===== config.mk =====
export PLATFORM = sky130hd
export DESIGN_NAME = clb_config_loader_flat
export DESIGN_NICKNAME = d
export VERILOG_FILES = /design/src/rtl/clb_config_loader_pkg.sv /design/src/rtl/clb_config_loader_if.sv /design/src/rtl/clb_config_loader_sync_hunter.sv /design/src/rtl/clb_config_loader.sv /design/src/flat_wrapper.sv
export SDC_FILE = /design/constraint.sdc
export NUM_CORES = 1
export LEC_CHECK = 0
export CAP_MARGIN = 0
export CORE_MARGIN = 2
export CORE_UTILIZATION = 24
export CTS_CLUSTER_DIAMETER = 120
export DETAILED_ROUTE_END_ITERATION = 16
export GPL_TIMING_DRIVEN = 0
export PLACE_DENSITY_LB_ADDON = 0.2
export SLEW_MARGIN = 20
export SYNTH_ARGS = -nofsm -noshare
export SYNTH_HDL_FRONTEND = slang
export SYNTH_HIERARCHICAL = 1
export SYNTH_SLANG_ARGS = --single-unit

===== constraint.sdc =====
create_clock -name clk -period 3.4 [get_ports clk]
set_input_delay 0.34 -clock clk [delete_from_list [all_inputs] [get_ports clk]]
set_output_delay 0.34 -clock clk [all_outputs]
set_load 0.05 [all_outputs]

===== src/rtl/clb_config_loader_pkg.sv =====
// Shared definitions for the CLB configuration loader: FSM states and parameter defaults.
package clb_cfg_pkg;

    localparam int unsigned CONFIG_BITS_DEFAULT = 32;
    localparam logic [7:0]  SYNC_WORD_DEFAULT   = 8'hA5;

    typedef enum logic [2:0] {
        HUNT,
        PAYLOAD,
        CHECK,
        COMMIT,
        ERR
    } cfg_state_e;

    function automatic logic [3:0] sat_inc4(input logic [3:0] v);
        return (v == 4'hF) ? v : v + 4'd1;
    endfunction

endpackage


===== src/rtl/clb_config_loader_if.sv =====
// Serial configuration bus between a bitstream source (master) and the loader (slave).
interface clb_config_loader_if
    import clb_cfg_pkg::*;
#(
    parameter int unsigned CONFIG_BITS = CONFIG_BITS_DEFAULT
);
    logic                   cfg_valid;
    logic                   cfg_data;
    logic                   cfg_ready;
    logic                   cfg_abort;
    logic [CONFIG_BITS-1:0] cfg_word;
    logic                   cfg_loaded;
    logic                   cfg_done;
    logic                   cfg_error;
    logic [3:0]             err_count;

    modport master (
        output cfg_valid, cfg_data, cfg_abort,
        input  cfg_ready, cfg_word, cfg_loaded, cfg_done, cfg_error, err_count
    );

    modport slave (
        input  cfg_valid, cfg_data, cfg_abort,
        output cfg_ready, cfg_word, cfg_loaded, cfg_done, cfg_error, err_count
    );
endinterface


===== src/rtl/clb_config_loader_sync_hunter.sv =====
// Frame sync detector: 8-bit shift history compared against the sync pattern.
module cfg_sync_hunter
    import clb_cfg_pkg::*;
#(
    parameter logic [7:0] SYNC_WORD = SYNC_WORD_DEFAULT
) (
    input  logic clk,
    input  logic reset,
    input  logic clear_i,
    input  logic shift_i,
    input  logic bit_i,
    output logic match_o
);
    logic [7:0] hist_q, hist_d;

    always_comb begin
        hist_d  = {hist_q[6:0], bit_i};
        match_o = shift_i && (hist_d == SYNC_WORD);
    end

    // History is wiped on a match so a later hunt never reuses bits of this frame.
    always_ff @(posedge clk) begin
        if (reset || clear_i || match_o) begin
            hist_q <= '0;
        end else if (shift_i) begin
            hist_q <= hist_d;
        end
    end
endmodule


===== src/rtl/clb_config_loader.sv =====
// Serial CLB configuration loader: sync hunt, MSB-first payload, even-parity check, commit.
module clb_config_loader
    import clb_cfg_pkg::*;
#(
    parameter int unsigned CONFIG_BITS = CONFIG_BITS_DEFAULT,
    parameter logic [7:0]  SYNC_WORD   = SYNC_WORD_DEFAULT
) (
    input  logic                clk,
    input  logic                reset,
    clb_config_loader_if.slave  cfg
);
    localparam int unsigned    CW   = $clog2(CONFIG_BITS);
    localparam logic [CW-1:0]  LAST = CW'(CONFIG_BITS - 1);

    cfg_state_e             state_q, state_d;
    logic [CONFIG_BITS-1:0] shadow_q, shadow_d;
    logic [CONFIG_BITS-1:0] word_q, word_d;
    logic [CW-1:0]          cnt_q, cnt_d;
    logic                   par_q, par_d;
    logic                   loaded_q, loaded_d;
    logic                   done_q, done_d;
    logic                   error_q, error_d;
    logic [3:0]             errs_q, errs_d;
    logic                   ready;
    logic                   accept;
    logic                   sync_match;

    assign ready  = !reset && (state_q inside {HUNT, PAYLOAD, CHECK});
    assign accept = cfg.cfg_valid && ready;

    cfg_sync_hunter #(
        .SYNC_WORD (SYNC_WORD)
    ) u_hunter (
        .clk     (clk),
        .reset   (reset),
        .clear_i (cfg.cfg_abort || (state_q != HUNT)),
        .shift_i (accept && !cfg.cfg_abort && (state_q == HUNT)),
        .bit_i   (cfg.cfg_data),
        .match_o (sync_match)
    );

    // Result outputs are loaded on the edge entering COMMIT/ERR so they are valid during that state.
    always_comb begin
        state_d  = state_q;
        shadow_d = shadow_q;
        cnt_d    = cnt_q;
        par_d    = par_q;
        word_d   = word_q;
        loaded_d = loaded_q;
        done_d   = 1'b0;
        error_d  = 1'b0;
        errs_d   = errs_q;
        if (cfg.cfg_abort) begin
            state_d  = HUNT;
            shadow_d = '0;
            cnt_d    = '0;
            par_d    = 1'b0;
        end else begin
            unique case (state_q)
                HUNT: begin
                    if (sync_match) state_d = PAYLOAD;
                end
                PAYLOAD: begin
                    if (accept) begin
                        shadow_d = {shadow_q[CONFIG_BITS-2:0], cfg.cfg_data};
                        par_d    = par_q ^ cfg.cfg_data;
                        if (cnt_q == LAST) begin
                            cnt_d   = '0;
                            state_d = CHECK;
                        end else begin
                            cnt_d = cnt_q + 1'b1;
                        end
                    end
                end
                CHECK: begin
                    if (accept) begin
                        if ((par_q ^ cfg.cfg_data) == 1'b0) begin
                            state_d  = COMMIT;
                            word_d   = shadow_q;
                            loaded_d = 1'b1;
                            done_d   = 1'b1;
                        end else begin
                            state_d = ERR;
                            error_d = 1'b1;
                            errs_d  = sat_inc4(errs_q);
                        end
                    end
                end
                COMMIT, ERR: begin
                    state_d  = HUNT;
                    shadow_d = '0;
                    cnt_d    = '0;
                    par_d    = 1'b0;
                end
                default: state_d = HUNT;
            endcase
        end
    end

    always_ff @(posedge clk) begin
        if (reset) begin
            state_q  <= HUNT;
            shadow_q <= '0;
            word_q   <= '0;
            cnt_q    <= '0;
            par_q    <= 1'b0;
            loaded_q <= 1'b0;
            done_q   <= 1'b0;
            error_q  <= 1'b0;
            errs_q   <= '0;
        end else begin
            state_q  <= state_d;
            shadow_q <= shadow_d;
            word_q   <= word_d;
            cnt_q    <= cnt_d;
            par_q    <= par_d;
            loaded_q <= loaded_d;
            done_q   <= done_d;
            error_q  <= error_d;
            errs_q   <= errs_d;
        end
    end

    assign cfg.cfg_ready  = ready;
    assign cfg.cfg_word   = word_q;
    assign cfg.cfg_loaded = loaded_q;
    assign cfg.cfg_done   = done_q;
    assign cfg.cfg_error  = error_q;
    assign cfg.err_count  = errs_q;
endmodule

===== src/flat_wrapper.sv =====
// flat-port wrapper written by rule: the top's interface ports become plain ports
module clb_config_loader_flat import clb_cfg_pkg::*;
#(
    parameter int unsigned CONFIG_BITS = CONFIG_BITS_DEFAULT,
    parameter logic [7:0]  SYNC_WORD   = SYNC_WORD_DEFAULT
)
  (clk, reset, cfg_cfg_valid, cfg_cfg_data, cfg_cfg_abort, cfg_cfg_ready, cfg_cfg_word, cfg_cfg_loaded, cfg_cfg_done, cfg_cfg_error, cfg_err_count);
  clb_config_loader_if #(.CONFIG_BITS(CONFIG_BITS)) cfg_i ();
  input  logic clk;
  input  logic reset;
  input wire logic [$bits(cfg_i.cfg_valid)-1:0] cfg_cfg_valid;
  input wire logic [$bits(cfg_i.cfg_data)-1:0] cfg_cfg_data;
  input wire logic [$bits(cfg_i.cfg_abort)-1:0] cfg_cfg_abort;
  output wire logic [$bits(cfg_i.cfg_ready)-1:0] cfg_cfg_ready;
  output wire logic [$bits(cfg_i.cfg_word)-1:0] cfg_cfg_word;
  output wire logic [$bits(cfg_i.cfg_loaded)-1:0] cfg_cfg_loaded;
  output wire logic [$bits(cfg_i.cfg_done)-1:0] cfg_cfg_done;
  output wire logic [$bits(cfg_i.cfg_error)-1:0] cfg_cfg_error;
  output wire logic [$bits(cfg_i.err_count)-1:0] cfg_err_count;
  assign cfg_i.cfg_valid = cfg_cfg_valid;
  assign cfg_i.cfg_data = cfg_cfg_data;
  assign cfg_i.cfg_abort = cfg_cfg_abort;
  assign cfg_cfg_ready = cfg_i.cfg_ready;
  assign cfg_cfg_word = cfg_i.cfg_word;
  assign cfg_cfg_loaded = cfg_i.cfg_loaded;
  assign cfg_cfg_done = cfg_i.cfg_done;
  assign cfg_cfg_error = cfg_i.cfg_error;
  assign cfg_err_count = cfg_i.err_count;
  clb_config_loader #(.CONFIG_BITS(CONFIG_BITS), .SYNC_WORD(SYNC_WORD)) u_core (.clk(clk), .reset(reset), .cfg(cfg_i));
endmodule

== Word level (Yosys, flattened, before mapping) ==
Cells that the tools add are included.

* Bitwise logic cells: 6
* Eq/ne operators: 11
* Add/subtract/negate cells: 2
* Reduce and logical (&&, ||, !) cells: 21
* Mux-type cells: 15

{| class="wikitable"
|+ Operators with widths
! cell !! count
|-
| $pmux W32 S2 || 1
|-
| $mux W32 || 1
|-
| $mux W3 || 5
|-
| $mux W5 || 2
|-
| $pmux W5 S2 || 1
|-
| $pmux W3 S3 || 1
|-
| $eq A8 B8 Y1 const B || 1
|-
| $reduce_and A4 Y1 || 2
|-
| $eq A3 B2 Y1 const B || 2
|-
| $reduce_bool A3 Y1 || 2
|-
| $add A5 B1 Y5 const B || 1
|-
| $eq A5 B5 Y1 const B || 1
|-
| $logic_and A1 B1 Y1 || 5
|-
| $not A1 Y1 || 5
|-
| $reduce_and A5 Y1 || 1
|-
| $add A4 B1 Y4 const B || 1
|-
| $eq A4 B4 Y1 const B || 1
|-
| $ne A2 B1 Y1 const B || 2
|-
| $ne A2 B2 Y1 const B || 2
|-
| $reduce_or A2 Y1 || 2
|-
| $reduce_or A4 Y1 || 1
|-
| $eq A3 B1 Y1 const B || 1
|-
| $eq A3 B3 Y1 const B || 1
|-
| $logic_not A3 Y1 || 1
|-
| other kinds (7) || 12
|}

* Output and inout bits: 40
* Bits of input ports: 5
* Register bits after elaboration: 87

== Longest topological paths before layout ==
Gate-level depths: netlist (run 1).

* Depth in word-level cells: 9
* Gate-level depth with buffers: 9
* Depth with buffers taken out: 7

== Modules after synthesis ==
Netlist (run 1), hierarchy kept.

{| class="wikitable"
|+ By module, submodules not included
! module !! cells an instance !! times used !! area an instance (µm²)
|-
| clb_config_loader || 369 || 1 || 3016.6
|-
| cfg_sync_hunter || 28 || 1 || 317.8
|}

== Worst setup path before layout (run 1) ==
No wires, ideal clock.

* Path type: register to register
* From: reg u_core.state_q[0]
* To: reg u_core.error_q (netlist: u_core/cfg.cfg_error)
* Required time: 3.304 ns
* Clock period less this slack: 1.912 ns
* Library setup time: 0.096 ns
* Buffers on the path: 2
* Cell stages (with the launch flop): 9
* Path slack: 1.488 ns
* Arrival time: 1.816 ns
* Cells stage by stage: dfxtp_1 > or3_1 > buf_2 > nor2_1 > buf_4 > nand3b_1 > nor4_4 > a221o_1 > nor4b_1

* Word-level cells in the longest chain between the ends: 6
* Elaborated cells on any way between the ends: 9
* Those cells by class: eq/ne (2); bitwise (2); reduce/logical (5)

{| class="wikitable"
|+ Ends and longest elaborated chain
! what !! RTL line !! source
|-
| from (decl) || clb_config_loader.sv:15 || <nowiki>cfg_state_e state_q, state_d;</nowiki>
|-
| from (signal assigned) || clb_config_loader.sv:112 || <nowiki>state_q <= state_d;</nowiki>
|-
| $eq A3 B1 Y1 (tied with other cells) || clb_config_loader.sv:28 || <nowiki>assign ready = !reset && (state_q inside {HUNT, PAYLOAD, CHECK});</nowiki>
|-
| $reduce_bool A3 Y1 || clb_config_loader.sv:28 ||
|-
| $logic_and A1 B1 Y1 || clb_config_loader.sv:28 ||
|-
| $logic_and A1 B1 Y1 || clb_config_loader.sv:29 || <nowiki>assign accept = cfg.cfg_valid && ready;</nowiki>
|-
| $not A1 Y1 (no line) || -- ||
|-
| $reduce_or A4 Y1 (no line) (*) || -- ||
|-
| to (signal assigned) || clb_config_loader.sv:119 || <nowiki>error_q <= error_d;</nowiki>
|-
| to (decl) || clb_config_loader.sv:22 || <nowiki>logic error_q, error_d;</nowiki>
|}

Mark *: on every way between the ends. The rest lies on a longest branch, timed or not.
A chain may end at the register's enable or synchronous reset.

== Worst setup path in the final report (run 1) ==
* From: in reset
* To: out cfg_cfg_ready

* Word-level cells in the longest chain between the ends: 2

{| class="wikitable"
|+ Ends and longest elaborated chain
! what !! RTL line !! source
|-
| from (decl) || flat_wrapper.sv:10 || <nowiki>input logic reset;</nowiki>
|-
| $logic_not A1 Y1 || clb_config_loader.sv:28 ||
|-
| $logic_and A1 B1 Y1 || clb_config_loader.sv:28 ||
|-
| to (decl) || flat_wrapper.sv:14 || <nowiki>output wire logic [$bits(cfg_i.cfg_ready)-1:0] cfg_cfg_ready;</nowiki>
|}

No other way between the ends.

==> flow_metrics.py, run 1 <==
metrics = {
    "status": {
        "status": "finished clean",
    },
    "clock_network": {
        "h_tree_level_count": 3,
        "clock-sinks": 87,
        "cts-root-to-sink-buffers": 2,
        "numCtsBuffers": 9,
        "clkLatencyLatePin_ps": 340,
        "cts.root.buffer_cell": "clkbuf_16",
        "tritoncts": "done",
        "cts.repair_timing.setup_buffer_count": 0,
        "post_cts_hold_buffer_count": 0,
        "clk_pin_slew_ps": 60,
        "postCtsResizedCells": 0,
    },
    "yosys": {
        "synthesis.area_per_instance_um2": 8.399,
        "netlist-cell-type-count": 42,
        "synth_seq_area_share_pct": 52.23,
        "yosysWarnings": 6,
        "synth.area.top_cells": "dfxtp_1 52%, nand2_1 15%, a21oi_1 10%",
        "synth_edf_count": 0,
        "yosys_register_bits": 87,
        "mappedNetlistNets": 405,
        "share_of_the_synthesized_area_in_the_top_cell_type_pct": 52.23,
        "postSynth.asyncResetShare_pct": 0,
        "synth_top_cell_by_area": "dfxtp_1",
        "synth_ff_type": "dfxtp_1",
        "area_of_the_mapped_netlist_mm2": 0.003334,
        "postSynthCellCount": 397,
    },
    "final_layout": {
        "multi_input_area_mm2": 0.001433,
        "regArea_mm2": 0.001742,
        "final_common_cell": "nand2_1",
        "nets": 460,
        "n_fill_cell": 1466,
        "final_util_pct": 31.39,
        "post_route_cells_drive_above_1_share_pct": 7.440,
        "layout-area-overhead-vs-synth_pct": 29.16,
        "antennaDiodeCount": 0,
        "final_design_area_no_fill_mm2": 0.004307,
        "layout.cells.most_common_list": "130 x nand2_1, 87 x dfxtp_1, 67 x a21oi_1, 44 x clkdlybuf4s50_1, 19 x clkbuf_1",
    },
    "sta": {
        "final_layout_setup_total_negative_slack_ps": 0,
        "final-hold-violation-count": 0,
        "max_clock_freq_ghz": 0.3734,
        "rsz0062_at_grt": "false",
        "post-route-min-period_ps": 2678,
        "slew_violations": 0,
        "setup_ws_ps": 722.0,
        "worst-slew-pin-transition_ps": 608.3,
        "finalCritPeriodShare_pct": 78.77,
        "timing.hold.ws_ps": 452.4,
        "slew_headroom_pct": 59.45,
        "final.setup_skew_ps": 8.107,
        "setup_viol_count_final": 0,
    },
    "global_routing": {
        "number_of_antenna_violations_at_the_first_check_in_global_routing": 0,
        "grtUsageTotal_pct": 10.90,
        "first_global_vias": 2497,
        "grt_start_max_net_pins": 16,
        "grt_pass1_wl_um": 12500,
        "grt_overflow": 0,
    },
    "floorplanning": {
        "pin_count": 45,
        "die-width_um": 121.9,
        "core_region_area_mm2": 0.01372,
        "die_h_um": 121.9,
        "die_ar_mm2": 0.01485,
        "starting_density_of_the_core_pct": 24.30,
        "fp-row-count": 43,
    },
    "flow_run": {
        "drv_cap": 0,
    },
    "pwr": {
        "power.net_switching_w": 0.0004515,
        "power.share.switching_pct": 21.70,
        "cell_internal_pwr_w": 0.001629,
        "leakagePower_nw": 1.369,
        "cellPowerDensity_mw_per_mm2": 483.0,
        "vdd.ir_drop.worst_uv": 214.3,
        "seq_power_share_pct": 49.0,
        "comb_power_share_pct": 2.2,
        "power.clock.fraction_pct": 48.8,
    },
    "routing": {
        "number_of_remaining_drc_errors": 0,
        "avgViaCountPerCell": 4.264,
        "vias": 2716,
        "routed_wirelength_um": 7630,
        "detail_route.iter0.violations": 132,
        "detail_route.first_pass.iterations": 4,
        "post_drt_wl_per_cell_um": 11.98,
        "antenna_violating_nets_post_route": 0,
    },
    "critical_path": {
        "data_arrival_critical_path_ps": 2340,
        "worst_setup_path_end_kind": "output pin",
        "start_kind": "primary input",
        "crit_path_max_fanout": 10,
        "worst_ep_required_time_ps": 3060,
        "critical_path_class": "primary input to output pin",
    },
    "min_path": {
        "hold_class": "flip-flop to flip-flop",
    },
    "place": {
        "placedInstanceArea_mm2": 0.004000,
        "numPortBuffers": 44,
        "place_hpwl_um": 5307,
        "place_congestion": 0.7574,
        "placement.setup.worst_slack_ps": 672.6,
    },
}
-- flip-flops by register name, summed over array words and instances (netlist names) --
register,cells
u_core/cfg.cfg_word,32
u_core/shadow_q,32
u_core/u_hunter/hist_q,7
u_core/cnt_q,5
u_core/cfg.err_count,4
u_core/state_q,3
u_core/cfg.cfg_done,1
u_core/cfg.cfg_error,1
u_core/cfg.cfg_loaded,1
u_core/par_q,1
-- synthesized netlist by cell type (all sizes together), types with 3 or more instances --
library cell / n
a21oi: 71
buf: 8
clkbuf: 19
dfxtp: 87
ha: 3
inv: 4
mux2i: 9
nand2: 130
nand3: 3
nand3b: 3
nor2: 17
nor3: 4
nor4b: 3
o21ai: 4
or2: 4
or3: 4
-- power groups by stage --
stage          clock (W)  sequential [W]  combinational (W)
2_1_floorplan          0         0.00104          0.0000295
3_5_place_dp           0         0.00104          0.0000478
6_report         0.00101         0.00102          0.0000467
3_3_place_gp           0         0.00104          0.0000476
4_1_cts          0.00105         0.00102          0.0000479
5_1_grt          0.00108         0.00102          0.0000515
-- final cells by class --
class	count	area share (%)
plain buffers	27	3.370
clock buffers	10	5.549
clock inverters	6	1.569
inverters	4	0.3486
multi-input cells	279	33.27
flip-flops and latches	87	40.44
well taps	180	5.230
repair buffers	44	10.23
-- logic make-up (layout without fill, tap and decap cells) --
| family | count (synthesis) | after routing | synth area share [%] |
|---|---|---|---|
| simple gates | 178 | 178 | 23.98 |
| compound gates | 87 | 87 | 14.63 |
| flops | 87 | 87 | 52.23 |
| buf+inv | 31 | 91 | 4.803 |
| mux | 9 | 9 | 2.702 |
| fa+ha+maj | 3 | 3 | 1.126 |
| xor+xnor | 2 | 2 | 0.5254 |
-- worst max-delay path: stages --
cell and delay (ps):
clkdlybuf4s50_1 490, buf_6 150, clkbuf_1 480, nor2_1 130, clkdlybuf4s50_1 730
-- final timing paths --
check                                       start                                    to  slack, ps  cells after the start
max reg2reg        u_core/state_q[0]$_SDFFE_PP0P_       u_core/cfg.cfg_error$_SDFF_PP0_       1230                      8
max                                         reset                         cfg_cfg_ready        720                      5
min reg2reg  u_core/cfg.cfg_word[22]$_SDFFE_PP0P_  u_core/cfg.cfg_word[22]$_SDFFE_PP0P_        450                      2
min          u_core/cfg.cfg_word[22]$_SDFFE_PP0P_  u_core/cfg.cfg_word[22]$_SDFFE_PP0P_        450                      2
-- metal layers --
metal	GRT usage, %	vias to the layer above	wire [µm]
met1	14.97	1227	3927
met2	15.61	46	3297
met5	0	-	0
met4	4.741	0	61
li1	-	1439	-
met3	3.464	4	344
-- stage by stage --
| stage | total power (W) | instances |
|---|---|---|
| after floorplan | 0.001072 | 397 |
| after global placement | 0.001090 | 621 |
| after detailed placement | 0.001090 | 621 |
| after CTS | 0.002116 | 637 |
| after global routing | 0.002153 | 637 |
| final | 0.002080 | 637 |
Power figures use the tool's default switching activity.
==> inputs of run 2 (changes only) <==
Clock period 3.4 ns to 2.35 ns, I/O delays scaled along.
==> flow_metrics.py, run 2 (synthesis results as in run 1) <==
metrics = {
    "status": {
        "status": "finished clean",
    },
    "sta": {
        "slew_violations": 0,
        "slew_headroom_pct": 61.69,
        "finalCritPeriodShare_pct": 94.62,
        "worst-slew-pin-transition_ps": 572.6,
        "post-route-min-period_ps": 2224,
        "timing.hold.ws_ps": 452.4,
        "max_clock_freq_ghz": 0.4497,
        "setup_viol_count_final": 0,
        "final-hold-violation-count": 0,
        "final.setup_skew_ps": 5.104,
    },
    "critical_path": {
        "start_kind": "primary input",
        "data_arrival_critical_path_ps": 2510,
        "crit_path_max_fanout": 18,
        "largest_delay_share_family_worst_path": "simple AND/OR/NAND/NOR gates",
        "worst_ep_required_time_ps": 2630,
        "slowest_cell_on_crit_path": "clkdlybuf4s50_1",
        "timing.critical_path.cells": "clkdlybuf4s50_1 > buf_6 > or3b_4 > nor2_1 > buf_4 > nand3b_1 > nor4_4 > a221o_1 > buf_4 > mux2i_1 > nor2_1",
        "critical_path_class": "primary input to flip-flop",
        "sum_of_buffers_and_inverters_on_the_critical_path": 4,
        "crit_path_max_incr_delay_ps": 430,
        "worst_setup_path_end_kind": "flip-flop",
    },
    "floorplanning": {
        "die_ar_mm2": 0.01485,
        "pin_count": 45,
        "starting_density_of_the_core_pct": 24.30,
        "fp-row-count": 43,
        "die_h_um": 121.9,
        "die-width_um": 121.9,
        "core_region_area_mm2": 0.01372,
    },
    "routing": {
        "antenna_violating_nets_post_route": 0,
        "post_drt_wl_per_cell_um": 11.98,
        "routed_wirelength_um": 7642,
        "detail_route.iter0.violations": 159,
        "avgViaCountPerCell": 4.303,
        "vias": 2745,
        "detail_route.first_pass.iterations": 4,
        "number_of_remaining_drc_errors": 0,
    },
    "final_layout": {
        "nets": 461,
        "post_route_cells_drive_above_1_share_pct": 8.079,
        "antennaDiodeCount": 0,
        "final_common_cell": "nand2_1",
        "layout.cells.most_common_list": "130 x nand2_1, 87 x dfxtp_1, 67 x a21oi_1, 43 x clkdlybuf4s50_1, 18 x clkbuf_1",
        "n_fill_cell": 1463,
        "final_util_pct": 31.54,
        "layout-area-overhead-vs-synth_pct": 29.76,
    },
    "clock_network": {
        "clk_pin_slew_ps": 70,
        "clock-sinks": 87,
        "clkLatencyLatePin_ps": 340,
        "cts.root.buffer_cell": "clkbuf_16",
        "numCtsBuffers": 9,
        "cts-root-to-sink-buffers": 2,
        "h_tree_level_count": 3,
        "tritoncts": "done",
    },
    "min_path": {
        "hold_class": "flip-flop to flip-flop",
    },
    "global_routing": {
        "grtUsageTotal_pct": 10.81,
        "first_global_vias": 2492,
        "grt_start_max_net_pins": 19,
        "number_of_antenna_violations_at_the_first_check_in_global_routing": 0,
        "grt_overflow": 0,
        "grt_pass1_wl_um": 12430,
    },
    "pwr": {
        "leakagePower_nw": 1.388,
        "vdd.ir_drop.worst_uv": 310.0,
        "cellPowerDensity_mw_per_mm2": 695.9,
    },
    "flow_run": {
        "drv_cap": 0,
    },
    "place": {
        "place_hpwl_um": 5307,
        "place_congestion": 0.7574,
        "numPortBuffers": 44,
    },
}
[run 2: cell count changes in the layout (fill, tap and decap cells not counted)]
cell             before  now
buf_4                 1    3
clkbuf_1             19   18
clkdlybuf4s50_1      44   43
dlymetal6s2s_1        0    1
nor4b_1               3    2
nor4b_2               0    1
[run 2: worst register-to-register path: stages (launching register included)]
cell and delay (ps):
dfxtp_1 380, or3_1 350, buf_2 170, nor2_1 110, buf_4 190, nand3b_1 140
nor4_4 290, a221o_1 240, buf_4 120, mux2i_1 60, nor2_1 100
[run 2: repair_timing]
action	4_1_cts	5_1_grt
hold buffers	0	0
setup endpoints to repair	1	3
setup buffers	0	2
pin swaps	0	2
gates resized for setup	0	2
[run 2: routing by layer]
layer | up-vias | part of all wire [%] | track usage [%]
met3 | 4 | 4.3 | 3.464
met5 | - | 0 | 0
met2 | 41 | 43 | 15.50
met4 | 0 | 1.1 | 4.741
li1 | 1445 | - | -
met1 | 1255 | 51 | 14.79
[run 2: area by class of cell]
| type | count | area (µm²) | share of cell area [%] |
|---|---|---|---|
| inverters | 4 | 15.01 | 0.3470 |
| clock buffers | 10 | 239.0 | 5.523 |
| multi-input cells | 279 | 1439 | 33.26 |
| clock inverters | 6 | 67.56 | 1.562 |
| repair buffers | 46 | 457.9 | 10.58 |
| flip-flops and latches | 87 | 1742 | 40.25 |
| plain buffers | 26 | 141.4 | 3.268 |
| well taps | 180 | 225.2 | 5.205 |
[run 2: worst paths after layout]
| path | depth (start not counted) | slack [ps] | from | to |
|---|---|---|---|---|
| setup / recovery | 11 | 130 | reset | u_core/state_q[0]$_SDFFE_PP0P_ |
| hold / removal | 2 | 450 | u_core/cfg.cfg_word[22]$_SDFFE_PP0P_ | u_core/cfg.cfg_word[22]$_SDFFE_PP0P_ |
| setup reg to reg | 10 | 130 | u_core/state_q[0]$_SDFFE_PP0P_ | u_core/state_q[0]$_SDFFE_PP0P_ |
| hold reg to reg | 2 | 450 | u_core/cfg.cfg_word[22]$_SDFFE_PP0P_ | u_core/cfg.cfg_word[22]$_SDFFE_PP0P_ |
[run 2: where the power goes]
group | total (W) | leakage (nW) | internal, W | switching (W)
Clock | 0.00147 | 0.151 | 0.000860 | 0.000609
Combinational | 0.0000672 | 0.536 | 0.0000220 | 0.0000452
Sequential | 0.00147 | 0.700 | 0.00147 | 0.000000313
Total | 0.00301 | 1.39 | 0.00236 | 0.000655
[run 2: stage by stage]
stage / worst slack, ps / TNS (ps) / area [µm²] / cells / power [W]
2_1_floorplan: 438.4 / 0 / 3334 / 397 / 0.001551
3_3_place_gp: -240.4 / -2566 / 4000 / 621 / 0.001577
3_5_place_dp: -184.9 / -3849 / 4000 / 621 / 0.001577
4_1_cts: 49.29 / 0 / 4303 / 636 / 0.003061
5_1_grt: -6.231 / -6.231 / 4327 / 638 / 0.003113
6_report: 126.5 / 0 / 4327 / 638 / 0.003011
==> inputs of run 3 (changes only) <==
Settings changed: CAP_MARGIN 0 to unset.
==> results of run 3 <==
Same layout as run 2: the final DEF is identical, and so are final timing and power.
